===== src/rtl/aes_req_framer_if.sv =====
`default_nettype none
// ============================================================================
// Module   : aes_req_framer_if
// Purpose  : Byte-stream bundle around the AES request framer.
//            s_* : raw bytes from the pins into the framer (valid/ready)
//            m_* : payload bytes from the framer to the core (valid/ready)
// Modports : master - the framer side (accepts s_*, drives m_*)
//            slave  - the environment (drives s_*, accepts m_*)
// Revision : 1.0 - initial release
// ============================================================================
interface aes_req_framer_if;
    logic [7:0] s_data;
    logic       s_valid;
    logic       s_ready;
    logic [7:0] m_data;
    logic       m_valid;
    logic       m_ready;

    modport master (
        input  s_data, s_valid, m_ready,
        output s_ready, m_data, m_valid
    );

    modport slave (
        output s_data, s_valid, m_ready,
        input  s_ready, m_data, m_valid
    );
endinterface
`default_nettype wire


===== src/rtl/aes_req_framer.sv =====
`default_nettype none
// ============================================================================
// Module   : aes_req_framer
// Purpose  : Frames a raw byte stream into one AES request: header byte,
//            three address bytes (MSB first), then an opcode-dependent
//            payload forwarded through a single registered valid/ready stage.
// Ports    : clk, rst          - clock, synchronous active-high reset
//            bus (master)      - s_* byte input, m_* payload output
//            opcode/source_id/dest_id/encdec/addr - header sideband, held
//                                until the next accepted valid header
//            frame_active      - high from header accept until DONE
//            frame_done        - one-cycle pulse, frame complete
//            frame_err         - one-cycle pulse, header rejected
// Revision : 1.0 - initial release
// ============================================================================
module aes_req_framer #(
    parameter int KEY_BYTES   = 32,
    parameter int BLOCK_BYTES = 16
) (
    input  wire logic               clk,
    input  wire logic               rst,
    aes_req_framer_if.master        bus,
    output logic [1:0]              opcode,
    output logic [1:0]              source_id,
    output logic [1:0]              dest_id,
    output logic                    encdec,
    output logic [23:0]             addr,
    output logic                    frame_active,
    output logic                    frame_done,
    output logic                    frame_err
);

    // Counter sized for the longer of the two payloads so either fits.
    localparam int c_MAX_LEN = (KEY_BYTES > BLOCK_BYTES) ? KEY_BYTES : BLOCK_BYTES;
    localparam int c_CW      = $clog2(c_MAX_LEN + 1);
    localparam logic [c_CW-1:0] c_KEY_LEN   = c_CW'(KEY_BYTES);
    localparam logic [c_CW-1:0] c_BLOCK_LEN = c_CW'(BLOCK_BYTES);

    typedef enum logic [1:0] {
        S_IDLE    = 2'd0,
        S_ADDR    = 2'd1,
        S_PAYLOAD = 2'd2,
        S_DONE    = 2'd3
    } state_t;

    state_t            r_state;
    logic [c_CW-1:0]   r_cnt;
    logic [1:0]        r_addr_cnt;
    logic [7:0]        r_m_data;
    logic              r_m_valid;
    logic [1:0]        r_opcode;
    logic [1:0]        r_source_id;
    logic [1:0]        r_dest_id;
    logic              r_encdec;
    logic [23:0]       r_addr;
    logic              r_active;
    logic              r_done;
    logic              r_err;

    logic [c_CW-1:0]   w_len;
    logic              w_m_free;
    logic              w_s_ready;
    logic              w_xfer;

    always_comb begin
        case (r_opcode)
            2'b00:   w_len = c_KEY_LEN;
            2'b01:   w_len = c_BLOCK_LEN;
            default: w_len = '0;
        endcase
    end

    // Output register is empty now, or is being emptied this cycle.
    assign w_m_free = !r_m_valid || bus.m_ready;

    always_comb begin
        w_s_ready = 1'b0;
        case (r_state)
            S_IDLE:    w_s_ready = 1'b1;
            S_ADDR:    w_s_ready = 1'b1;
            S_PAYLOAD: w_s_ready = (r_cnt < w_len) && w_m_free;
            default:   w_s_ready = 1'b0;
        endcase
        if (rst) begin
            w_s_ready = 1'b0;
        end
    end

    assign w_xfer = bus.s_valid && w_s_ready;

    always_ff @(posedge clk) begin
        if (rst) begin
            r_state     <= S_IDLE;
            r_cnt       <= '0;
            r_addr_cnt  <= '0;
            r_m_data    <= '0;
            r_m_valid   <= 1'b0;
            r_opcode    <= '0;
            r_source_id <= '0;
            r_dest_id   <= '0;
            r_encdec    <= 1'b0;
            r_addr      <= '0;
            r_active    <= 1'b0;
            r_done      <= 1'b0;
            r_err       <= 1'b0;
        end else begin
            r_done <= 1'b0;
            r_err  <= 1'b0;
            case (r_state)
                S_IDLE: begin
                    if (w_xfer) begin
                        if (bus.s_data[7]) begin
                            // Rejected header: sideband keeps prior frame's values.
                            r_err <= 1'b1;
                        end else begin
                            r_opcode    <= bus.s_data[1:0];
                            r_source_id <= bus.s_data[3:2];
                            r_dest_id   <= bus.s_data[5:4];
                            r_encdec    <= bus.s_data[6];
                            r_addr      <= '0;
                            r_cnt       <= '0;
                            r_addr_cnt  <= '0;
                            r_active    <= 1'b1;
                            r_state     <= S_ADDR;
                        end
                    end
                end
                S_ADDR: begin
                    if (w_xfer) begin
                        r_addr     <= {r_addr[15:0], bus.s_data};
                        r_addr_cnt <= r_addr_cnt + 2'd1;
                        if (r_addr_cnt == 2'd2) begin
                            if (w_len != '0) begin
                                r_state <= S_PAYLOAD;
                            end else begin
                                r_state <= S_DONE;
                                r_done  <= 1'b1;
                            end
                        end
                    end
                end
                S_PAYLOAD: begin
                    if (w_xfer) begin
                        r_m_data  <= bus.s_data;
                        r_m_valid <= 1'b1;
                        r_cnt     <= r_cnt + 1'b1;
                    end else if (r_m_valid && bus.m_ready) begin
                        r_m_valid <= 1'b0;
                    end
                    // Leave as the last byte drains so DONE follows the final
                    // m handshake directly instead of one idle cycle later.
                    if ((r_cnt == w_len) && w_m_free) begin
                        r_state <= S_DONE;
                        r_done  <= 1'b1;
                    end
                end
                default: begin
                    r_active <= 1'b0;
                    r_state  <= S_IDLE;
                end
            endcase
        end
    end

    assign bus.s_ready   = w_s_ready;
    assign bus.m_data    = r_m_data;
    assign bus.m_valid   = r_m_valid;
    assign opcode        = r_opcode;
    assign source_id     = r_source_id;
    assign dest_id       = r_dest_id;
    assign encdec        = r_encdec;
    assign addr          = r_addr;
    assign frame_active  = r_active;
    assign frame_done    = r_done;
    assign frame_err     = r_err;

endmodule
`default_nettype wire


===== src/flat_wrapper.sv =====
// flat-port wrapper written by rule: the top's interface ports become plain ports
module aes_req_framer_flat 
#(
    parameter int KEY_BYTES   = 32,
    parameter int BLOCK_BYTES = 16
)
  (clk, rst, opcode, source_id, dest_id, encdec, addr, frame_active, frame_done, frame_err, bus_s_data, bus_s_valid, bus_m_ready, bus_s_ready, bus_m_data, bus_m_valid);
  aes_req_framer_if bus_i ();
  input  wire logic clk;
  input  wire logic rst;
  output logic [1:0] opcode;
  output logic [1:0] source_id;
  output logic [1:0] dest_id;
  output logic encdec;
  output logic [23:0] addr;
  output logic frame_active;
  output logic frame_done;
  output logic frame_err;
  input wire logic [$bits(bus_i.s_data)-1:0] bus_s_data;
  input wire logic [$bits(bus_i.s_valid)-1:0] bus_s_valid;
  input wire logic [$bits(bus_i.m_ready)-1:0] bus_m_ready;
  output wire logic [$bits(bus_i.s_ready)-1:0] bus_s_ready;
  output wire logic [$bits(bus_i.m_data)-1:0] bus_m_data;
  output wire logic [$bits(bus_i.m_valid)-1:0] bus_m_valid;
  assign bus_i.s_data = bus_s_data;
  assign bus_i.s_valid = bus_s_valid;
  assign bus_i.m_ready = bus_m_ready;
  assign bus_s_ready = bus_i.s_ready;
  assign bus_m_data = bus_i.m_data;
  assign bus_m_valid = bus_i.m_valid;
  aes_req_framer #(.KEY_BYTES(KEY_BYTES), .BLOCK_BYTES(BLOCK_BYTES)) u_core (.clk(clk), .rst(rst), .bus(bus_i), .opcode(opcode), .source_id(source_id), .dest_id(dest_id), .encdec(encdec), .addr(addr), .frame_active(frame_active), .frame_done(frame_done), .frame_err(frame_err));
endmodule

===== config.mk =====
export PLATFORM = sky130hd
export DESIGN_NAME = aes_req_framer_flat
export DESIGN_NICKNAME = d
export VERILOG_FILES = /design/src/rtl/aes_req_framer_if.sv /design/src/rtl/aes_req_framer.sv /design/src/flat_wrapper.sv
export SDC_FILE = /design/constraint.sdc
export NUM_CORES = 1
export LEC_CHECK = 0
export CELL_PAD_IN_SITES_DETAIL_PLACEMENT = 0
export CELL_PAD_IN_SITES_GLOBAL_PLACEMENT = 1
export CORE_MARGIN = 1.5
export CORE_UTILIZATION = 35
export DETAILED_ROUTE_END_ITERATION = 12
export GPL_TIMING_DRIVEN = 0
export HOLD_SLACK_MARGIN = 0.12
export PLACE_DENSITY = 0.76
export SLEW_MARGIN = 10
export SYNTH_ARGS = -nofsm -noshare
export SYNTH_HDL_FRONTEND = slang
export SYNTH_SLANG_ARGS = --single-unit

===== constraint.sdc =====
create_clock -name clk -period 2.4 [get_ports clk]
set_clock_uncertainty 0.15 [all_clocks]
set_input_delay 0.48 -clock clk [delete_from_list [all_inputs] [get_ports clk]]
set_output_delay 0.48 -clock clk [all_outputs]
set_load 0.01 [all_outputs]

-- After elaboration in Yosys (flattened, before gate mapping)
Cells that the tools add are included.
- register bits: 53
- bits in latches: 0
- RAM bits: 0
- memory bits (read-only): 0
- input bits: 12
- output and inout port bits: 44
- memories: 0
- $add $sub $neg: 2
- multipliers: 0
- div/mod/pow operators: 0
- $lt $le $gt $ge: 1
- equality and inequality tests: 11
- shifts and indexed selects: 0
- mux-type cells: 33
- bitwise operators: 4
- reduce and logical (&&, ||, !) cells: 22
- operator list (cell ; number):
    two-way mux 24 bit ; 3
    case mux 24 bit (2 select lines) ; 1
    case mux 6 bit (2 select lines) ; 2
    two-way mux 6 bit ; 3
    two-way mux 2 bit ; 8
    two-way mux 1 bit ; 11
    != test 2 x 1 -> 1 bit (second input constant) ; 5
    AND reduction 4 bit ; 2
    adder 6 x 1 -> 6 bit (second input constant) ; 1
    equality test 6 bit ; 1
    less-than comparator 6 bit ; 1
    case mux 1 bit (2 select lines) ; 3
    case mux 2 bit (3 select lines) ; 1
    AND reduction 3 bit ; 2
    nonzero test 2 bit ; 3
    nonzero test 6 bit ; 1
    AND reduction 5 bit ; 1
    equality test 2 x 1 -> 1 bit (second input constant) ; 2
    equality test 2 bit (second input constant) ; 2
    logical AND 1 bit ; 4
    logical NOT 2 bit ; 2
    inverter 1 bit ; 4
    case mux 2 bit (2 select lines) ; 1
    AND reduction 2 bit ; 2
    6 further kinds ; 7

-- Depth between registers and ports, before layout
- word-level depth: 9
- mapped depth: 8
- gate-level depth less buffers: 6

-- Worst setup path before layout
OpenSTA, ideal clock, no wires.
- kind: register to output
- start: register u_core.r_opcode[1] (netlist: u_core.opcode[1])
- end: output bus_s_ready
- arrival time: 1512 ps
- slack: 258 ps
- cell stages (with the launch flop): 6
- buffers on the path: 0
- cells stage by stage: dfxtp_1 -> or2_2 -> ha_1 -> nand2b_1 -> a311oi_1 -> nor3_1
- cells in the longest elaborated chain, start to end: 6
- RTL lines (item ; RTL line ; text):
    from (decl) ; aes_req_framer.sv:51 ; logic [1:0] r_opcode;
    from (signal assigned) ; aes_req_framer.sv:116 ; r_opcode <= bus.s_data[1:0];
    equality test 2 x 1 -> 1 bit or logical NOT 2 bit (tied branches) ; aes_req_framer.sv:66 ; case (r_opcode)
    case mux 6 bit (2 select lines) * ; aes_req_framer.sv:66 ;
    less-than comparator 6 bit * ; aes_req_framer.sv:81 ; S_PAYLOAD: w_s_ready = (r_cnt < w_len) && w_m_free;
    logical AND 1 bit * ; aes_req_framer.sv:81 ;
    case mux 1 bit (2 select lines) * ; aes_req_framer.sv:78 ; case (r_state)
    two-way mux 1 bit * ; aes_req_framer.sv:84 ; if (rst) begin
    to (decl) ; flat_wrapper.sv:22 ; output wire logic [$bits(bus_i.s_ready)-1:0] bus_s_ready;
Mark *: on every way between the ends. The rest lies on a longest branch, timed or not.

-- Worst setup path after layout
- start: register u_core.r_state[0]
- end: output bus_s_ready
- cells in the longest elaborated chain, start to end: 4
- RTL lines (item ; RTL line ; text):
    from (decl) ; aes_req_framer.sv:46 ; state_t r_state;
    from (signal assigned) ; aes_req_framer.sv:93 ; r_state <= S_IDLE;
    from (signal assigned) ; aes_req_framer.sv:124 ; r_state <= S_ADDR;
    from (signal assigned) ; aes_req_framer.sv:134 ; r_state <= S_PAYLOAD;
    equality test 2 x 1 -> 1 bit or logical NOT 2 bit (tied branches) ; aes_req_framer.sv:78 ;
    OR reduction 2 bit (no line) ; -- ;
    case mux 1 bit (2 select lines) * ; aes_req_framer.sv:78 ;
    two-way mux 1 bit * ; aes_req_framer.sv:84 ;
Marked as above.

==> metrics.md <==
| Metric | Value |
|---|---|
| # diodes | 0 |
| Sequential power share | 43.1% |
| Switching power | 0.0006963 W |
| Initial antenna violation count | 0 |
| Hold Crit Endpoint | u_core.addr[16]$_SDFFE_PP0P_ |
| Comb pwr share | 27.2% |
| Pins Over Slew Limit | 0 |
| Worst hold slack | 0.3065 ns |
| # rows | 30 |
| Syn_area_per_cell | 8.736 um2 |
| Ys flop type | dfxtp_1 |
| Final wirelength | 6946 um |
| Min cycle time layout | 2.353 ns |
| CP max FO | 8 |
| Io pins | 56 |
| Root Buffer | clkbuf_8 |
| Vias in the first global route | 2140 |
| Yosys reg bits | 53 |
| Chip height | 86.75 um |
| Nets | 370 |
| CP Class | flop to primary output |
| Leak pwr | 1.144 nW |
| Fmax | 425.0 MHz |
| Most common cell after layout, fill and taps aside | clkdlybuf4s50_1 |
| First-pass GRT wire length | 11100 um |
| Syn nets | 302 |
| Non-filler cells, final | 446 |
| Max VDD drop | 0.3372 mV |
| Post-synth EDFFs | 0 |
| Area Overhead vs Synth | 36.34% |
| Final setup fails | 0 |
| Reg2reg setup slack | 0.13 ns |
| Clock buffer depth | 2 |
| Worst r2r src | u_core.opcode[1]$_SDFFE_PP0P_ |
| Storage element area | 0.001066 mm2 |
| Syn Inst Count | 281 |
| Worst Path Required | 1.77 ns |
| Worst reg2reg path depth | 8 |
| CTS tree | built |
| Clk sinks | 53 |
| Vias | 2278 |
| Total power | 0.002185 W |
| Initial drt markers | 85 |
| Hold-fix buffers, CTS | 0 |
| Syn. warnings | 0 |
| Die Area | 0.007526 mm2 |
| Worst-path cell chain | inv_1 -> ha_4 -> nor2b_4 -> a311oi_4 -> nor3_2 -> buf_2 |
| Clk Latency, worst-skew pair | 0.31 ns |
| Detailed-route vias per instance | 5.108 |
| Startpoint Class | flop |
| Fillers | 658 |
| Avg WL per Cell | 15.57 um |
| Sum Neg Setup Slack | 0 ns |
| Ratio of cells with drive above 1 in the final layout | 13.43% |
| Overflow after GRT | 0 |
| Worst path max stage delay | 0.39 ns |
| R2R Path End | u_core.bus.m_data[1]$_SDFFE_PP0P_ |
| Initial Util | 36.13% |
| Antenna Violating Nets Remaining | 0 |
| Footprint of the multi-input gates | 0.001308 mm2 |
| Async SR Flop Fraction | 0% |
| Hold path depth | 2 |
| Part of the power in the clock network | 29.7% |
| DP Cell Count | 431 |
| Drt drc | 0 |
| Outcome | finished clean |
| TritonCTS Buffers | 5 |
| Clk slew on worst S/H paths | 0.10 ns |
| Largest net degree at the start of global routing | 17 |
| Final Hold Viols | 0 |
| First drt pass iteration count | 4 |
| Max-Cap Viols | 0 |
| Slew HR | 60.95% |
| Gpl congestion | 0.8226 |
| Tcrit/Tclk final | 98.04% |
| Total track usage | 18.84% |
| Sw frac | 31.87% |
| CP Capture Type | primary output |
| Internal power | 0.001488 W |
| H-tree Lvls | 2 |
| Post-synth design cell area | 0.002455 mm2 |
| CP max-delay cell | dfxtp_1 |
| CP arrival | 1.72 ns |
| Synth unique cells | 40 |
| Width of the die | 86.75 um |
| I/O Buffers | 54 |
| Cell Pwr Density | 652.7 mW/mm2 |
| Core Footprint | 0.006794 mm2 |
| Commonest non-fill, non-tap cells in the layout | clkdlybuf4s50_1, dfxtp_1, nand2_1 |
| HPWL after DPL | 4708 um |
| Sequential fraction of the synthesis area | 43.22% |
| Worst slew pin tran | 0.5858 ns |
| Hold Path Origin | u_core.addr[16]$_SDFFE_PP0P_ |
| Worst min path class | flop to flop |
area by class of cell:
type,count,share of cell area (%)
inverters,9,1.009
repair buffers,61,17.57
multi-input cells,197,39.07
plain buffers,22,3.327
flip-flops and latches,53,31.85
well taps,96,3.589
clock buffers,6,2.467
clock inverters,2,1.121
routing by layer:
| metal | vias to the layer above | wire length, um | track usage [%] |
|---|---|---|---|
| met2 | 55 | 3137 | 28.98 |
| li1 | 1136 | - | - |
| met4 | 0 | 66 | 4.399 |
| met1 | 1080 | 3456 | 27.34 |
| met5 | - | 0 | 0 |
| met3 | 7 | 286 | 3.429 |
state kept, by name, summed over array words and instances (netlist names):
signal / cells
u_core.encdec: 1
u_core.dest_id: 2
u_core.frame_err: 1
u_core.frame_done: 1
u_core.frame_active: 1
u_core.r_state: 2
u_core.source_id: 2
u_core.opcode: 2
u_core.r_addr_cnt: 2
u_core.bus.m_data: 8
u_core.addr: 24
u_core.bus.m_valid: 1
u_core.r_cnt: 6
kinds of logic (layout without fill, tap and decap cells):
kind of cell    count (synthesis)  count (layout)  synth area share, %
compound gates                 57              57                13.76
fa+ha+maj                       9               9                4.587
buf+inv                        31             100                5.861
flops                          53              53                43.22
mux                            12              12                6.371
simple gates                  119             119                26.20
power by group through the flow:
stage	clock, W	sequential (W)	combinational, W
after global routing	0.000699	0.000945	0.000650
after detailed placement	0	0.000961	0.000531
after global placement	0	0.000961	0.000529
after floorplan	0	0.000968	0.000332
final	0.000648	0.000941	0.000595
after CTS	0.000663	0.000939	0.000565
critical path, delay by kind of cell (launching register included):
family / cells / cell delay (ns)
AOI/OAI and AO/OA: 1 / 0.34
DFF: 1 / 0.39
adders and majority gates: 1 / 0.21
and+or+nand+nor: 2 / 0.22
buffers and inverters: 2 / 0.26
metrics by stage:
| step | area [um2] | util (%) | setup slack, ns |
|---|---|---|---|
| floorplan | 2455 | - | 0.2583 |
| global placement | 3115 | 45.86 | -0.5306 |
| detailed placement | 3115 | 45.86 | -0.5077 |
| CTS | 3297 | 48.53 | -0.05579 |
| global route | 3347 | 49.26 | -0.03761 |
| finish | 3347 | 49.26 | 0.04692 |
synthesized netlist by cell type (3+ instances only):
cell type  instances  area [um2]
ha_1               9       112.6
o31ai_1            3       22.52
nor3_1             6       30.03
nand3_1            8       40.04
dfxtp_1           53        1061
clkbuf_1          12       45.04
buf_2              7       35.03
nor2b_1           11       68.82
o21ai_1            3       15.01
nand2b_1           8       50.05
inv_1              9       33.78
a21oi_1           39       195.2
nand2_1           45       168.9
nor2_1             3       11.26
nand4_1           27       168.9
mux2_4             7       105.1
mux2i_1            4       40.04
how the worst max path moves through the flow:
| stage | to | cells after the start | slack (ns) | start |
|---|---|---|---|---|
| finish | bus_s_ready | 6 | 0.05 | u_core.r_state[0]$_SDFFE_PP0P_ |
| global route | bus_s_ready | 7 | -0.04 | u_core.opcode[0]$_SDFFE_PP0P_ |
| CTS | bus_s_ready | 6 | -0.06 | u_core.opcode[0]$_SDFFE_PP0P_ |
| detailed placement | bus_s_ready | 5 | -0.51 | bus_m_ready |
| global placement | bus_s_ready | 5 | -0.53 | bus_m_ready |
| floorplan | bus_s_ready | 5 | 0.26 | u_core.opcode[1]$_SDFFE_PP0P_ |
what timing repair did:
item / 4_1_cts / 5_1_grt
endpoints found under the hold margin: 0 / 0
buffers inserted: 4 / 3
pin swaps: 3 / 3
resized for setup: 12 / 5
setup endpoints to repair: 1 / 2
No activity file was read; power rests on OpenSTA's default activity.
